$ cat src/rtl/iob_plic_claim_ctrl.sv
// Purpose : PLIC claim/complete sequencer. On a target interrupt it reads the
//           claim register over IOb, hands the ID to a handler, then writes the
//           ID back to the same register to complete it.
// Latency : irq_i -> iob_avalid_o 1 cycle; irq_i -> id_valid_o 3 cycles with
//           ready=1 and rvalid one cycle after the read is accepted.
// Backpressure: iob_avalid_o, address, data and strobes are held until
//           iob_ready_i=1. A stalled handler is cut off by the timeout counter.
//
// Ports:
//   clk_i, arst_n_i            clock, asynchronous active-low reset
//   cke_i                      clock enable; all state freezes when low
//   enable_i, irq_i            start qualifier and PLIC target interrupt
//   iob_avalid_o .. iob_ready_i IOb master port (wstrb==0 means read)
//   id_o, id_valid_o, done_i   handler hand-off
//   busy_o                     sequencer not idle
//   timeout_o                  sticky: a handler overran its cycle budget
//   spurious_cnt_o             saturating count of claims that returned ID 0

module iob_plic_claim_ctrl #(
    parameter int                ADDR_W     = 16,
    parameter int                DATA_W     = 32,
    parameter logic [ADDR_W-1:0] CLAIM_ADDR = 16'h0400,
    parameter int                ID_W       = 4,
    parameter int                TIMEOUT_W  = 8
) (
    input  logic                clk_i,
    input  logic                arst_n_i,
    input  logic                cke_i,
    input  logic                enable_i,
    input  logic                irq_i,
    output logic                iob_avalid_o,
    output logic [ADDR_W-1:0]   iob_addr_o,
    output logic [DATA_W-1:0]   iob_wdata_o,
    output logic [DATA_W/8-1:0] iob_wstrb_o,
    input  logic                iob_rvalid_i,
    input  logic [DATA_W-1:0]   iob_rdata_i,
    input  logic                iob_ready_i,
    output logic [ID_W-1:0]     id_o,
    output logic                id_valid_o,
    input  logic                done_i,
    output logic                busy_o,
    output logic                timeout_o,
    output logic [7:0]          spurious_cnt_o
);

    localparam logic [2:0] ST_IDLE     = 3'd0;
    localparam logic [2:0] ST_RD_REQ   = 3'd1;
    localparam logic [2:0] ST_RD_WAIT  = 3'd2;
    localparam logic [2:0] ST_DISPATCH = 3'd3;
    localparam logic [2:0] ST_WR_REQ   = 3'd4;

    localparam logic [TIMEOUT_W-1:0] CNT_MAX = '1;
    localparam logic [TIMEOUT_W-1:0] CNT_ONE = {{(TIMEOUT_W-1){1'b0}}, 1'b1};
    localparam logic [7:0]           SPUR_MAX = 8'hFF;

    logic [2:0]           state_q,   state_d;
    logic [ID_W-1:0]      id_q,      id_d;
    logic [TIMEOUT_W-1:0] cnt_q,     cnt_d;
    logic                 timeout_q, timeout_d;
    logic [7:0]           spur_q,    spur_d;

    logic [ID_W-1:0]      rd_id;
    logic [DATA_W-1:0]    wdata_ext;

    // Only the low ID_W bits of the claim register carry the ID; the rest of
    // the read word is deliberately dropped.
    logic unused_rdata;
    assign unused_rdata = ^iob_rdata_i;
    assign rd_id        = iob_rdata_i[ID_W-1:0];

    always_comb begin
        state_d   = state_q;
        id_d      = id_q;
        cnt_d     = cnt_q;
        timeout_d = timeout_q;
        spur_d    = spur_q;
        if (cke_i) begin
            case (state_q)
                ST_IDLE: begin
                    // irq_i is only looked at here; leaving WR_REQ always
                    // passes through one IDLE cycle before a new read.
                    if (enable_i && irq_i) begin
                        state_d = ST_RD_REQ;
                    end
                end
                ST_RD_REQ: begin
                    if (iob_ready_i) begin
                        state_d = ST_RD_WAIT;
                    end
                end
                ST_RD_WAIT: begin
                    if (iob_rvalid_i) begin
                        if (rd_id == '0) begin
                            // Nothing pending at the PLIC: count it, no
                            // completion write is owed.
                            if (spur_q != SPUR_MAX) begin
                                spur_d = spur_q + 8'd1;
                            end
                            state_d = ST_IDLE;
                        end else begin
                            id_d    = rd_id;
                            cnt_d   = '0;
                            state_d = ST_DISPATCH;
                        end
                    end
                end
                ST_DISPATCH: begin
                    // done_i takes priority over the timeout in the same cycle.
                    if (done_i) begin
                        state_d = ST_WR_REQ;
                    end else if (cnt_q == CNT_MAX) begin
                        timeout_d = 1'b1;
                        state_d   = ST_WR_REQ;
                    end else begin
                        cnt_d = cnt_q + CNT_ONE;
                    end
                end
                ST_WR_REQ: begin
                    // A write is complete on acceptance; no rvalid expected.
                    if (iob_ready_i) begin
                        state_d = ST_IDLE;
                    end
                end
                default: begin
                    state_d = ST_IDLE;
                end
            endcase
        end
    end

    always_ff @(posedge clk_i or negedge arst_n_i) begin
        if (!arst_n_i) begin
            state_q   <= ST_IDLE;
            id_q      <= '0;
            cnt_q     <= '0;
            timeout_q <= 1'b0;
            spur_q    <= '0;
        end else begin
            state_q   <= state_d;
            id_q      <= id_d;
            cnt_q     <= cnt_d;
            timeout_q <= timeout_d;
            spur_q    <= spur_d;
        end
    end

    // Bus outputs decode straight from the state register so that reset
    // removes a pending request immediately, and request fields cannot
    // change while a request waits for ready.
    always_comb begin
        wdata_ext = '0;
        if (state_q == ST_WR_REQ) begin
            wdata_ext[ID_W-1:0] = id_q;
        end
    end

    assign iob_avalid_o   = (state_q == ST_RD_REQ) || (state_q == ST_WR_REQ);
    assign iob_addr_o     = iob_avalid_o ? CLAIM_ADDR : '0;
    assign iob_wdata_o    = wdata_ext;
    assign iob_wstrb_o    = (state_q == ST_WR_REQ) ? '1 : '0;

    assign id_o           = id_q;
    assign id_valid_o     = (state_q == ST_DISPATCH);
    assign busy_o         = (state_q != ST_IDLE);
    assign timeout_o      = timeout_q;
    assign spurious_cnt_o = spur_q;

endmodule

$ cat config.mk
export PLATFORM = sky130hd
export DESIGN_NAME = iob_plic_claim_ctrl
export DESIGN_NICKNAME = d
export VERILOG_FILES = /design/src/rtl/iob_plic_claim_ctrl.sv
export SDC_FILE = /design/constraint.sdc
export NUM_CORES = 1
export LEC_CHECK = 0
export BUFFER_PORTS_ARGS = -buffer_cell sky130_fd_sc_hd__buf_4
export CORE_ASPECT_RATIO = 1.5
export CORE_MARGIN = 1
export CORE_UTILIZATION = 46
export CTS_CLUSTER_DIAMETER = 150
export DETAILED_ROUTE_END_ITERATION = 10
export PLACE_DENSITY = 0.87
export SYNTH_ARGS = -nofsm -noshare
export SYNTH_HDL_FRONTEND = slang
export SYNTH_SLANG_ARGS = --single-unit
$ cat constraint.sdc
create_clock -name clk_i -period 5.3 [get_ports clk_i]
set_input_delay 0.265 -clock clk_i [delete_from_list [all_inputs] [get_ports clk_i]]
set_output_delay 0.265 -clock clk_i [all_outputs]
set_load 0.005 [all_outputs]
==> results.yml <==
status:
  run_status: "completed"
pwr:
  pwr-share-clk: 0.195
  swShare: 0.3510
  p_comb_frac: 0.387
  p_switching_mw: 0.2227
  p_leak_nw: 0.9444
  p_per_area_mw_per_mm2: 341.5
  power.internal_mw: 0.4118
  max-vdd-ir-drop_uv: 191.3
  seq_power_share: 0.418
worst_hold_path:
  min_path_type: "in2reg"
  whs_endpoint: "id_o[3]$_DFFE_PN0P_"
  min_path_cells: 2
  hp-start: "iob_rdata_i[3]"
grt:
  track_usage: 0.1691
  grt_pass1_wl_um: 5161
  grt_pass1_vias: 1169
  antenna_found_initial: 0
  grt_max_degree: 25
  grt_overflow: 0
worst_setup_path:
  crit_buf_inv: 0
  worst_setup_path_start_kind: "register"
  setup.worst_path.end_class: "register"
  reg2regPathDepth: 4
  cp_max_fo: 15
  crit_cells: 4
  ff2ff_setup_slack_ns: 3.21
  crit_arrival_ns: 2.25
  critical_path.max_stage_delay_ns: 0.57
  crit_family: "simple AND/OR/NAND/NOR gates"
  rr_startpoint: "state_q[2]$_DFFE_PN0P_"
  timing.rr.end: "id_o[3]$_DFFE_PN0P_"
  cpMaxStageDelayCell: "nor3_1"
  critical_path.cell_chain: "and2b_2 -> nand2_1 -> nor3_1 -> mux2_2"
  crit_type: "reg2reg"
  cp.required_ns: 5.46
route:
  ant_nets: 0
  highest_layer: "met4"
  viasPerCell: 5.137
  dr.pass1.iters: 4
  wl_met3_um: 164
  wl_met2_um: 1697
  drt-met1-wl_um: 1263
  wl_per_cell_um: 12.38
  wirelength_um: 3168
  vias: 1315
  drt-initial-drc-count: 20
  drcViolationCount: 0
yosys:
  synth.area.top_cells: "dfrtp_1, buf_4, mux2_2"
  synth-async-reset-ratio: 1.000
  synth_edf_count: 0
  yosys.area.top_type: "dfrtp_1"
  netlist_area_mm2: 0.001680
  seq_area_frac_synth: 0.3574
  synthCells: 182
  syn_avg_cell_area_um2: 9.233
  synth_most_common_cell: "buf_4"
  ys_seq_elements: 24
  synth_top_area_share: 0.3574
  yosys_warnings: 0
  yosysUniqueCellTypes: 41
  ys_top_cells_by_count: "buf_4, dfrtp_1, nand2_1, nor2_1, nand3_1"
  synthFlopType: "dfrtp_1"
sta:
  finalSetupViolCount: 0
  holdWs_ns: 0.2578
  skew_ns: 0.001441
  timing.final.crit_period_ns: 2.095
  worst_pin_slew_ns: 0.6020
  finalSetupTns_ns: 0
  max_freq_mhz: 477.4
  slew_headroom: 0.5956
  final-max-slew-violation-count: 0
  final-hold-violation-count: 0
  rsz0062_at_grt: "false"
  fin_crit_sh: 0.3952
  setup_slack_ns: 3.205
clocking:
  clk_pin_slew_worst_paths_ns: 0.08
  htree_levels: 1
  cts_hold_buf: 1
  cts-root-buf: "clkbuf_8"
  clkLatencyLatePin_ns: 0.27
  cts_sinks: 24
  cts.path.max_buffers: 2
  post_cts.repair.setup_buffers: 0
  cts_buffers: 3
  cts_tree: "yes"
  cts_resized: 0
die:
  dieArea_mm2: 0.003904
  rows: 26
  pin_count: 108
  initial_utilization: 0.4873
  coreArea_mm2: 0.003448
  dieWidth_um: 51.35
  dieHeight_um: 76.02
place:
  portBuffers: 36
  dp_cells: 251
  hpwl_um: 2339
  gp_congestion: 0.8305
  dp_slack_ns: 3.250
layout:
  syn2layout_area_growth_pct: 10.57
  regArea_um2: 600.6
  nFillCells: 313
  fin_nets: 257
  multi_input_area_um2: 862.1
  antenna_cells: 0
  final_layout_size_suffix_gt1_frac: 0.2430
  instances_no_fill: 256
job:
  max_cap_viol_count: 0
==> registers in the layout (all words and copies together) (netlist names) <==
signal and cells:
cnt_q 8, spurious_cnt_o 8, id_o 4, state_q 3
timeout_o 1
==> power by group through the flow <==
stage	Sequential [mW]	Clock (mW)	Combinational, mW
2_1_floorplan	0.244	0	0.196
5_1_grt	0.275	0.134	0.272
6_report	0.265	0.124	0.246
3_5_place_dp	0.269	0	0.244
4_1_cts	0.265	0.125	0.247
3_3_place_gp	0.268	0	0.237
==> worst max path at each step <==
| stage | startpoint | endpoint |
|---|---|---|
| after floorplan | state_q[2]$_DFFE_PN0P_ | id_o[0]$_DFFE_PN0P_ |
| after global placement | state_q[2]$_DFFE_PN0P_ | id_o[2]$_DFFE_PN0P_ |
| after detailed placement | state_q[2]$_DFFE_PN0P_ | id_o[1]$_DFFE_PN0P_ |
| after CTS | state_q[2]$_DFFE_PN0P_ | id_o[1]$_DFFE_PN0P_ |
| after global routing | state_q[2]$_DFFE_PN0P_ | id_o[3]$_DFFE_PN0P_ |
| final | state_q[2]$_DFFE_PN0P_ | id_o[3]$_DFFE_PN0P_ |
==> metrics by stage <==
stage                 util  total power, mW  instance area, µm²
detailed placement  0.5200           0.5131                1793
global placement    0.5200           0.5052                1793
finish              0.5388           0.6345                1858
floorplan                -           0.4399                1838
global route        0.5388           0.6803                1858
CTS                 0.5388           0.6367                1858
==> placed cells by master, fill, tap and decap left out, types with 3 or more instances in the layout <==
cell type	n
conb_1	43
buf_4	36
dfrtp_1	24
nand2_1	11
nor2_1	10
nand3_1	7
a21oi_1	6
mux2_2	6
xor2_1	6
and3_1	5
nor3_1	5
o21ai_0	5
nor4_1	5
clkbuf_8	4
nand4_1	3
a31oi_1	3
==> cell type report <==
cell class,count,area share
inverter,2,0.004040
tap,42,0.02828
timing repair buffer,37,0.1508
multi-input combinational,147,0.4640
sequential,24,0.3232
clock buffer,4,0.02963
==> metal layers <==
layer / track usage / vias to the layer above
li1: - / 626
met1: 0.2013 / 626
met2: 0.3039 / 59
met3: 0.005988 / 4
met4: 0.07568 / 0
met5: 0 / -
==> kinds of logic after synthesis <==
| logic type | after synthesis | synth area share |
|---|---|---|
| adders and majority gates | 2 | 0.01489 |
| xor gates and xnor gates | 7 | 0.03649 |
| buffers and inverters | 53 | 0.2234 |
| other | 1 | 0.002232 |
| AOI/OAI and AO/OA | 32 | 0.1355 |
| DFF | 24 | 0.3574 |
| and+or+nand+nor | 57 | 0.1899 |
| muxes | 6 | 0.04021 |
No activity file was read; power rests on OpenSTA's default activity.
